`src/rtl/cep_define.sv`:
```
// Shared definitions for the PMP CSR file: CSR base numbers, field encodings
// and the layout of one PMP configuration byte.
package cep_define;

  localparam logic [11:0] PMPCFG_BASE  = 12'h3A0;
  localparam logic [11:0] PMPADDR_BASE = 12'h3B0;

  // Address-matching mode held in bits 4:3 of each configuration byte.
  typedef enum logic [1:0] {
    A_OFF   = 2'd0,
    A_TOR   = 2'd1,
    A_NA4   = 2'd2,
    A_NAPOT = 2'd3
  } pmp_a_e;

  // Request operation carried on csr_op.
  typedef enum logic [1:0] {
    OP_READ  = 2'd0,
    OP_WRITE = 2'd1,
    OP_SET   = 2'd2,
    OP_CLEAR = 2'd3
  } csr_op_e;

  // One PMP configuration byte, MSB first.
  typedef struct packed {
    logic       l;
    logic [1:0] rsvd;
    pmp_a_e     a;
    logic       x;
    logic       w;
    logic       r;
  } pmp_cfg_t;

endpackage

```
`src/rtl/pmp_cfg_legalize.sv`:
```
// Legalizes one configuration byte: locked bytes and the reserved R=0/W=1
// combination keep the old value; otherwise the reserved bits are cleared.
module pmp_cfg_legalize
  import cep_define::*;
(
  input  logic [7:0] old_byte,
  input  logic [7:0] cand_byte,
  output logic [7:0] new_byte
);

  pmp_cfg_t old_s;
  pmp_cfg_t cand_s;
  pmp_cfg_t res_s;

  assign old_s    = pmp_cfg_t'(old_byte);
  assign cand_s   = pmp_cfg_t'(cand_byte);
  assign new_byte = res_s;

  // Pick old byte or cleaned-up candidate for this lane.
  always_comb begin
    res_s = old_s;
    if (old_s.l) begin
      res_s = old_s;
    end else if (!cand_s.r && cand_s.w) begin
      res_s = old_s;
    end else begin
      res_s      = cand_s;
      res_s.rsvd = 2'b00;
    end
  end

endmodule

```
`src/rtl/pmp_csr_file.sv`:
```
// PMP configuration and address CSR file. Every request is answered one
// cycle later with the pre-update value; updates commit on the same edge.
module pmp_csr_file
  import cep_define::*;
#(
  parameter int NUM_ENTRIES = 16,
  parameter int GRAN        = 0
) (
  input  logic                     clock,
  input  logic                     reset,
  input  logic                     csr_valid,
  input  logic [1:0]               csr_op,
  input  logic [11:0]              csr_addr,
  input  logic [31:0]              csr_wdata,
  input  logic [1:0]               priv_mode,
  output logic                     csr_rvalid,
  output logic [31:0]              csr_rdata,
  output logic                     csr_illegal,
  output logic [NUM_ENTRIES*8-1:0] pmpcfg_flat,
  output logic [NUM_ENTRIES*32-1:0] pmpaddr_flat,
  output logic                     pmp_changed
);

  localparam int NUM_CFG = NUM_ENTRIES / 4;
  localparam int IW      = $clog2(NUM_ENTRIES);
  // Bits hidden as zero for OFF/TOR and forced to one for NAPOT.
  localparam logic [31:0] CLR_MASK = (GRAN >= 1) ? ((32'd1 << GRAN) - 32'd1) : 32'd0;
  localparam int          NSH      = (GRAN >= 2) ? (GRAN - 1) : 0;
  localparam logic [31:0] SET_MASK = (32'd1 << NSH) - 32'd1;

  logic [7:0]  cfg_r  [NUM_ENTRIES];
  logic [31:0] addr_r [NUM_ENTRIES];

  logic [11:0]   cfg_off_s;
  logic [11:0]   addr_off_s;
  logic          is_cfg_s;
  logic          is_addr_s;
  logic          legal_s;
  logic [IW-1:0] ent_base_s;
  logic [IW-1:0] addr_idx_s;
  logic [IW-1:0] lane_idx_s  [4];
  logic [7:0]    lane_old_s  [4];
  logic [7:0]    lane_cand_s [4];
  logic [7:0]    lane_new_s  [4];
  logic [31:0]   old_cfg_word_s;
  logic [31:0]   cand_cfg_word_s;
  logic [31:0]   new_cfg_word_s;
  logic [31:0]   old_addr_s;
  logic [31:0]   cand_addr_s;
  logic [NUM_ENTRIES-1:0] addr_lock_s;

  logic          cfg_we_s;
  logic          addr_we_s;
  logic          changed_s;
  logic [31:0]   rdata_nxt_s;

  // Candidate value produced by an operation on an old register value.
  function automatic logic [31:0] apply_op(input logic [1:0] op,
                                           input logic [31:0] old_v,
                                           input logic [31:0] wd_v);
    logic [31:0] res_v;
    case (csr_op_e'(op))
      OP_WRITE: res_v = wd_v;
      OP_SET:   res_v = old_v | wd_v;
      OP_CLEAR: res_v = old_v & ~wd_v;
      default:  res_v = old_v;
    endcase
    return res_v;
  endfunction

  // Software-visible form of a stored address, shaped by the entry's A field.
  function automatic logic [31:0] addr_view(input logic [31:0] v,
                                            input logic [1:0]  a);
    logic [31:0] res_v;
    case (pmp_a_e'(a))
      A_OFF, A_TOR: res_v = v & ~CLR_MASK;
      A_NAPOT:      res_v = v | SET_MASK;
      default:      res_v = v;
    endcase
    return res_v;
  endfunction

  // Offsets wrap for numbers below the base, so one unsigned compare suffices.
  assign cfg_off_s  = csr_addr - PMPCFG_BASE;
  assign addr_off_s = csr_addr - PMPADDR_BASE;
  assign is_cfg_s   = (cfg_off_s < 12'(NUM_CFG));
  assign is_addr_s  = (addr_off_s < 12'(NUM_ENTRIES));
  assign legal_s    = csr_valid && (priv_mode == 2'b00) && (is_cfg_s || is_addr_s);
  assign ent_base_s = IW'({cfg_off_s, 2'b00});
  assign addr_idx_s = addr_off_s[IW-1:0];

  assign old_cfg_word_s  = {lane_old_s[3], lane_old_s[2], lane_old_s[1], lane_old_s[0]};
  assign cand_cfg_word_s = apply_op(csr_op, old_cfg_word_s, csr_wdata);
  assign new_cfg_word_s  = {lane_new_s[3], lane_new_s[2], lane_new_s[1], lane_new_s[0]};
  assign old_addr_s      = addr_r[addr_idx_s];
  assign cand_addr_s     = apply_op(csr_op, old_addr_s, csr_wdata);

  genvar gj;
  generate
    for (gj = 0; gj < 4; gj++) begin : g_lane
      assign lane_idx_s[gj]  = ent_base_s + IW'(gj);
      assign lane_old_s[gj]  = cfg_r[lane_idx_s[gj]];
      assign lane_cand_s[gj] = cand_cfg_word_s[8*gj +: 8];
      pmp_cfg_legalize u_legalize (
        .old_byte  (lane_old_s[gj]),
        .cand_byte (lane_cand_s[gj]),
        .new_byte  (lane_new_s[gj])
      );
    end
  endgenerate

  genvar gi;
  generate
    for (gi = 0; gi < NUM_ENTRIES; gi++) begin : g_entry
      // An address is frozen by its own lock or by a locked TOR entry above it.
      if (gi + 1 < NUM_ENTRIES) begin : g_tor
        assign addr_lock_s[gi] = cfg_r[gi][7] |
                                 (cfg_r[gi+1][7] & (cfg_r[gi+1][4:3] == 2'(A_TOR)));
      end else begin : g_last
        assign addr_lock_s[gi] = cfg_r[gi][7];
      end
      assign pmpcfg_flat[8*gi +: 8]   = cfg_r[gi];
      assign pmpaddr_flat[32*gi +: 32] = addr_r[gi];
    end
  endgenerate

  // Decide read data and whether this request changes any stored register.
  always_comb begin
    rdata_nxt_s = 32'd0;
    cfg_we_s    = 1'b0;
    addr_we_s   = 1'b0;
    if (legal_s && is_cfg_s) begin
      rdata_nxt_s = old_cfg_word_s;
      cfg_we_s    = (csr_op != 2'(OP_READ)) && (new_cfg_word_s != old_cfg_word_s);
    end else if (legal_s && is_addr_s) begin
      rdata_nxt_s = addr_view(old_addr_s, cfg_r[addr_idx_s][4:3]);
      addr_we_s   = (csr_op != 2'(OP_READ)) && !addr_lock_s[addr_idx_s] &&
                    (cand_addr_s != old_addr_s);
    end else begin
      rdata_nxt_s = 32'd0;
    end
    changed_s = cfg_we_s | addr_we_s;
  end

  // Commit register updates and register the response for the next cycle.
  always_ff @(posedge clock) begin
    if (reset) begin
      for (int i = 0; i < NUM_ENTRIES; i++) begin
        cfg_r[i]  <= 8'd0;
        addr_r[i] <= 32'd0;
      end
      csr_rvalid  <= 1'b0;
      csr_illegal <= 1'b0;
      csr_rdata   <= 32'd0;
      pmp_changed <= 1'b0;
    end else begin
      if (cfg_we_s) begin
        for (int j = 0; j < 4; j++) begin
          cfg_r[lane_idx_s[j]] <= lane_new_s[j];
        end
      end
      if (addr_we_s) begin
        addr_r[addr_idx_s] <= cand_addr_s;
      end
      csr_rvalid  <= csr_valid;
      csr_illegal <= csr_valid && !legal_s;
      csr_rdata   <= rdata_nxt_s;
      pmp_changed <= changed_s;
    end
  end

endmodule

```
`config.mk`:
```
export PLATFORM = sky130hd
export DESIGN_NAME = pmp_csr_file
export DESIGN_NICKNAME = d
export VERILOG_FILES = /design/src/rtl/cep_define.sv /design/src/rtl/pmp_cfg_legalize.sv /design/src/rtl/pmp_csr_file.sv
export SDC_FILE = /design/constraint.sdc
export NUM_CORES = 1
export LEC_CHECK = 0
export ABC_CLOCK_PERIOD_IN_PS = 5100
export CAP_MARGIN = 20
export CORE_MARGIN = 1
export CORE_UTILIZATION = 40
export DETAILED_ROUTE_END_ITERATION = 6
export HOLD_SLACK_MARGIN = 0.05
export PLACE_DENSITY = 0.62
export SETUP_SLACK_MARGIN = 0.2
export SYNTH_ARGS = -nofsm -noshare
export SYNTH_HDL_FRONTEND = slang
export SYNTH_SLANG_ARGS = --single-unit
```
`constraint.sdc`:
```
create_clock -name clock -period 5.1 [get_ports clock]
set_input_delay 0.51 -clock clock [delete_from_list [all_inputs] [get_ports clock]]
set_output_delay 0.51 -clock clock [all_outputs]
set_load 0.05 [all_outputs]
```
==> impl_metrics.py <==
metrics = {
    "power": {
        "p_per_area_nw_per_um2": 316,
        "power_leakage_nw": 16.7,
        "ir_drop_mv": 0.257,
    },
    "clock_network": {
        "holdBufCountCts": 0,
        "clk_latency_ns": 0.66,
        "path_clk_slew_ns": 0.06,
        "numCtsBuffers": 73,
        "cts_tree": "yes",
        "cts_setup_buffers": 0,
        "cts_max_level": 3,
        "ctsResizeCount": 0,
        "cts_sinks": 675,
        "cts_max_path_buffers": 3,
        "root_buffer": "clkbuf_16",
    },
    "grt": {
        "grt_pass1_wl_um": 228000,
        "grt_usage": 0.378,
        "grt_pass1_vias": 28400,
        "grt_max_degree": 67,
        "antenna_found_initial": 14,
        "gr-total-overflow": 0,
    },
    "sta": {
        "final_max_slew_viol_count": 0,
        "worst_pin_slew_ns": 1.14,
        "finalCriticalPeriod_ns": 4.45,
        "rsz0062_at_grt": "false",
        "slew_headroom": 0.240,
        "setup_viol": 0,
        "finalCritPeriodShare": 0.873,
        "clock_skew_ns": 0.0504,
        "tns_ns": 0,
        "finalHoldViolations": 0,
        "fmax_mhz": 225,
    },
    "placed_design": {
        "port_buffers": 725,
        "place_congestion": 1.03,
        "dp.final_hpwl_um": 126000,
    },
    "min_path": {
        "hold_depth": 3,
        "hold_path_class": "in2reg",
        "whs_endpoint": "csr_rdata[21]",
        "hp-start": "reset",
    },
    "worst_setup_path": {
        "crit_type": "in2reg",
        "required_ns": 5.46,
        "r2r-start": "addr_r[8][21]",
        "ff2ff_setup_slack_ns": 0.68,
        "cp_max_fo": 24,
        "arrival_ns": 4.81,
        "start_kind": "primary input",
        "end_kind": "flip-flop",
        "reg2reg_depth": 10,
        "r2r_end": "addr_r[5][9]",
    },
    "routing": {
        "drt_pass1_iterations": 7,
        "detail_route.wl_per_cell_um": 34.9,
        "drt_wl_total_um": 169000,
        "drcViolationCount": 9,
        "drt_iter0_markers": 4262,
        "vias_per_cell": 6.29,
        "vias": 30500,
        "ant_nets": 0,
    },
    "finish": {
        "drive_gt1_frac": 0.151,
        "multi_input_area_um2": 13200,
        "final_cell_mix": "nor2_1 (748), clkdlybuf4s50_1 (718), edfxtp_1 (640)",
        "fin_util": 0.548,
        "layout.area.seq_um2": 19900,
        "final.fill_count": 7334,
        "final_common_cell": "nor2_1",
        "nNetsFinal": 3688,
        "syn_to_final_growth_pct": 35.5,
    },
    "synthesis": {
        "yosysTopAreaCell": "edfxtp_1",
        "syn_nets": 2924,
        "synth.area.top_cells": "edfxtp_1 (56%), mux4_2 (8.9%), nor2_1 (8.1%), mux2i_1 (3.2%), dfxtp_1 (2.0%)",
        "yosys.area.top_type_share": 0.557,
        "synth.distinct_cells": 89,
        "synth_top_flop_cell": "edfxtp_1",
        "syn_inst": 2871,
        "synth_edf_count": 640,
        "synth-async-reset-ratio": 0,
        "synth.avg_cell_area_um2": 12.0,
        "seq_area_frac_synth": 0.578,
        "synth_area_um2": 34500,
        "ys_ff_latch": 675,
        "yosysWarnings": 0,
    },
    "die": {
        "die_y_um": 296,
        "initial_utilization": 0.404,
        "dieArea_um2": 87400,
        "core_um2": 85300,
        "fp.dieW_um": 296,
        "boundaryPins": 726,
        "rows": 107,
    },
    "run_status": {
        "violations": "design-rule violations",
        "run_status": "finished with violations",
    },
    "run": {
        "drv_cap": 0,
    },
}
==> metal layers <==
metal	share of wire	global-route usage	vias to the layer above
li1	-	-	12200
met1	0.37	0.500	15300
met2	0.46	0.596	2438
met3	0.12	0.0887	453
met4	0.051	0.160	10
met5	0.00044	0	-
==> synth_stat cells, types with 7 or more instances <==
cell type	n
o31ai_4	9
xnor2_1	14
a21o_1	15
a222oi_1	8
o31ai_1	9
buf_4	9
nor4_1	12
xor2_1	7
a2111oi_0	9
nand4_1	29
buf_2	42
a211oi_1	20
mux2i_1	111
o22ai_1	20
nand2_1	176
o21ai_0	55
edfxtp_1	640
nand3_1	40
a311oi_1	12
inv_1	40
buf_6	40
o211ai_1	13
nor3_1	17
a22o_1	8
nor2b_1	29
nand2b_1	38
and2_1	15
a31oi_1	22
mux2_2	35
a22oi_1	61
clkbuf_1	134
a221oi_1	17
and3_1	12
a21oi_1	58
mux4_2	137
buf_1	30
dfxtp_1	35
o221ai_1	7
nor2_1	748
==> state kept, by name, indices dropped and copies added, names as in the netlist <==
signal       flops
csr_rvalid       1
csr_illegal      1
csr_rdata       32
cfg_r          128
pmp_changed      1
addr_r         512
==> worst max-delay path by stage <==
stage / cells after the start / endpoint / startpoint / slack, ns
2_1_floorplan: 13 / addr_r[0][0] / csr_addr[0] / 0.47
3_3_place_gp: 13 / addr_r[5][9] / csr_addr[0] / 0.02
3_5_place_dp: 13 / cfg_r[3][7] / csr_addr[0] / 0.07
4_1_cts: 10 / addr_r[4][9] / addr_r[8][21] / 0.69
5_1_grt: 13 / cfg_r[3][0] / csr_addr[0] / 0.42
6_report: 14 / addr_r[4][9] / csr_addr[3] / 0.65
==> report_power, final <==
part | switching (mW) | internal [mW] | leakage [nW]
clock | 2.33 | 3.09 | 1.17
combinational | 2.08 | 0.903 | 8.61
sequential | 0.158 | 6.23 | 6.90
==> through the flow <==
| step | hold slack, ns | cells | worst slack (ns) | power [mW] | area (um^2) |
|---|---|---|---|---|---|
| 2_1_floorplan | 0.664 | 2871 | 0.468 | 8.12 | 34500 |
| 3_3_place_gp | 0.845 | 4704 | 0.0219 | 9.41 | 44300 |
| 3_5_place_dp | 0.847 | 4704 | 0.0677 | 9.40 | 44300 |
| 4_1_cts | 0.528 | 4838 | 0.689 | 14.7 | 46700 |
| 5_1_grt | 0.560 | 4842 | 0.425 | 15.1 | 46700 |
| 6_report | 0.549 | 4846 | 0.650 | 14.8 | 46700 |
==> area by class of cell <==
type / count / share of cell area
sequential: 675 / 0.426
multi-input combinational: 1896 / 0.282
timing repair buffer: 947 / 0.205
clock buffer: 96 / 0.0416
tap: 1144 / 0.0306
clock inverter: 38 / 0.0110
inverter: 42 / 0.00337
antenna: 8 / 0.000428
==> worst max-delay path: stages <==
cell	delay (ns)
buf_4	0.41
buf_4	0.28
nand2b_1	0.53
buf_4	0.25
o22ai_1	0.08
o31a_1	0.26
a21oi_1	0.74
o221ai_1	0.21
a211oi_1	0.24
nand4_1	0.19
buf_12	0.22
o311ai_4	0.40
buf_4	0.33
nor2_1	0.07
==> logic make-up (layout without fill, tap and decap cells) <==
family,after synthesis,in the layout,synth area share
other,0,8,0
AND/OR/NAND/NOR,1154,1154,0.142
multiplexers,283,283,0.133
XOR/XNOR,21,21,0.00533
AO/OA/AOI/OAI,436,436,0.0961
adder cells (fa/ha/maj),2,2,0.000725
flip-flops,675,675,0.578
buffers and inverters,300,1123,0.0450
(Power assumes the default switching activity.)
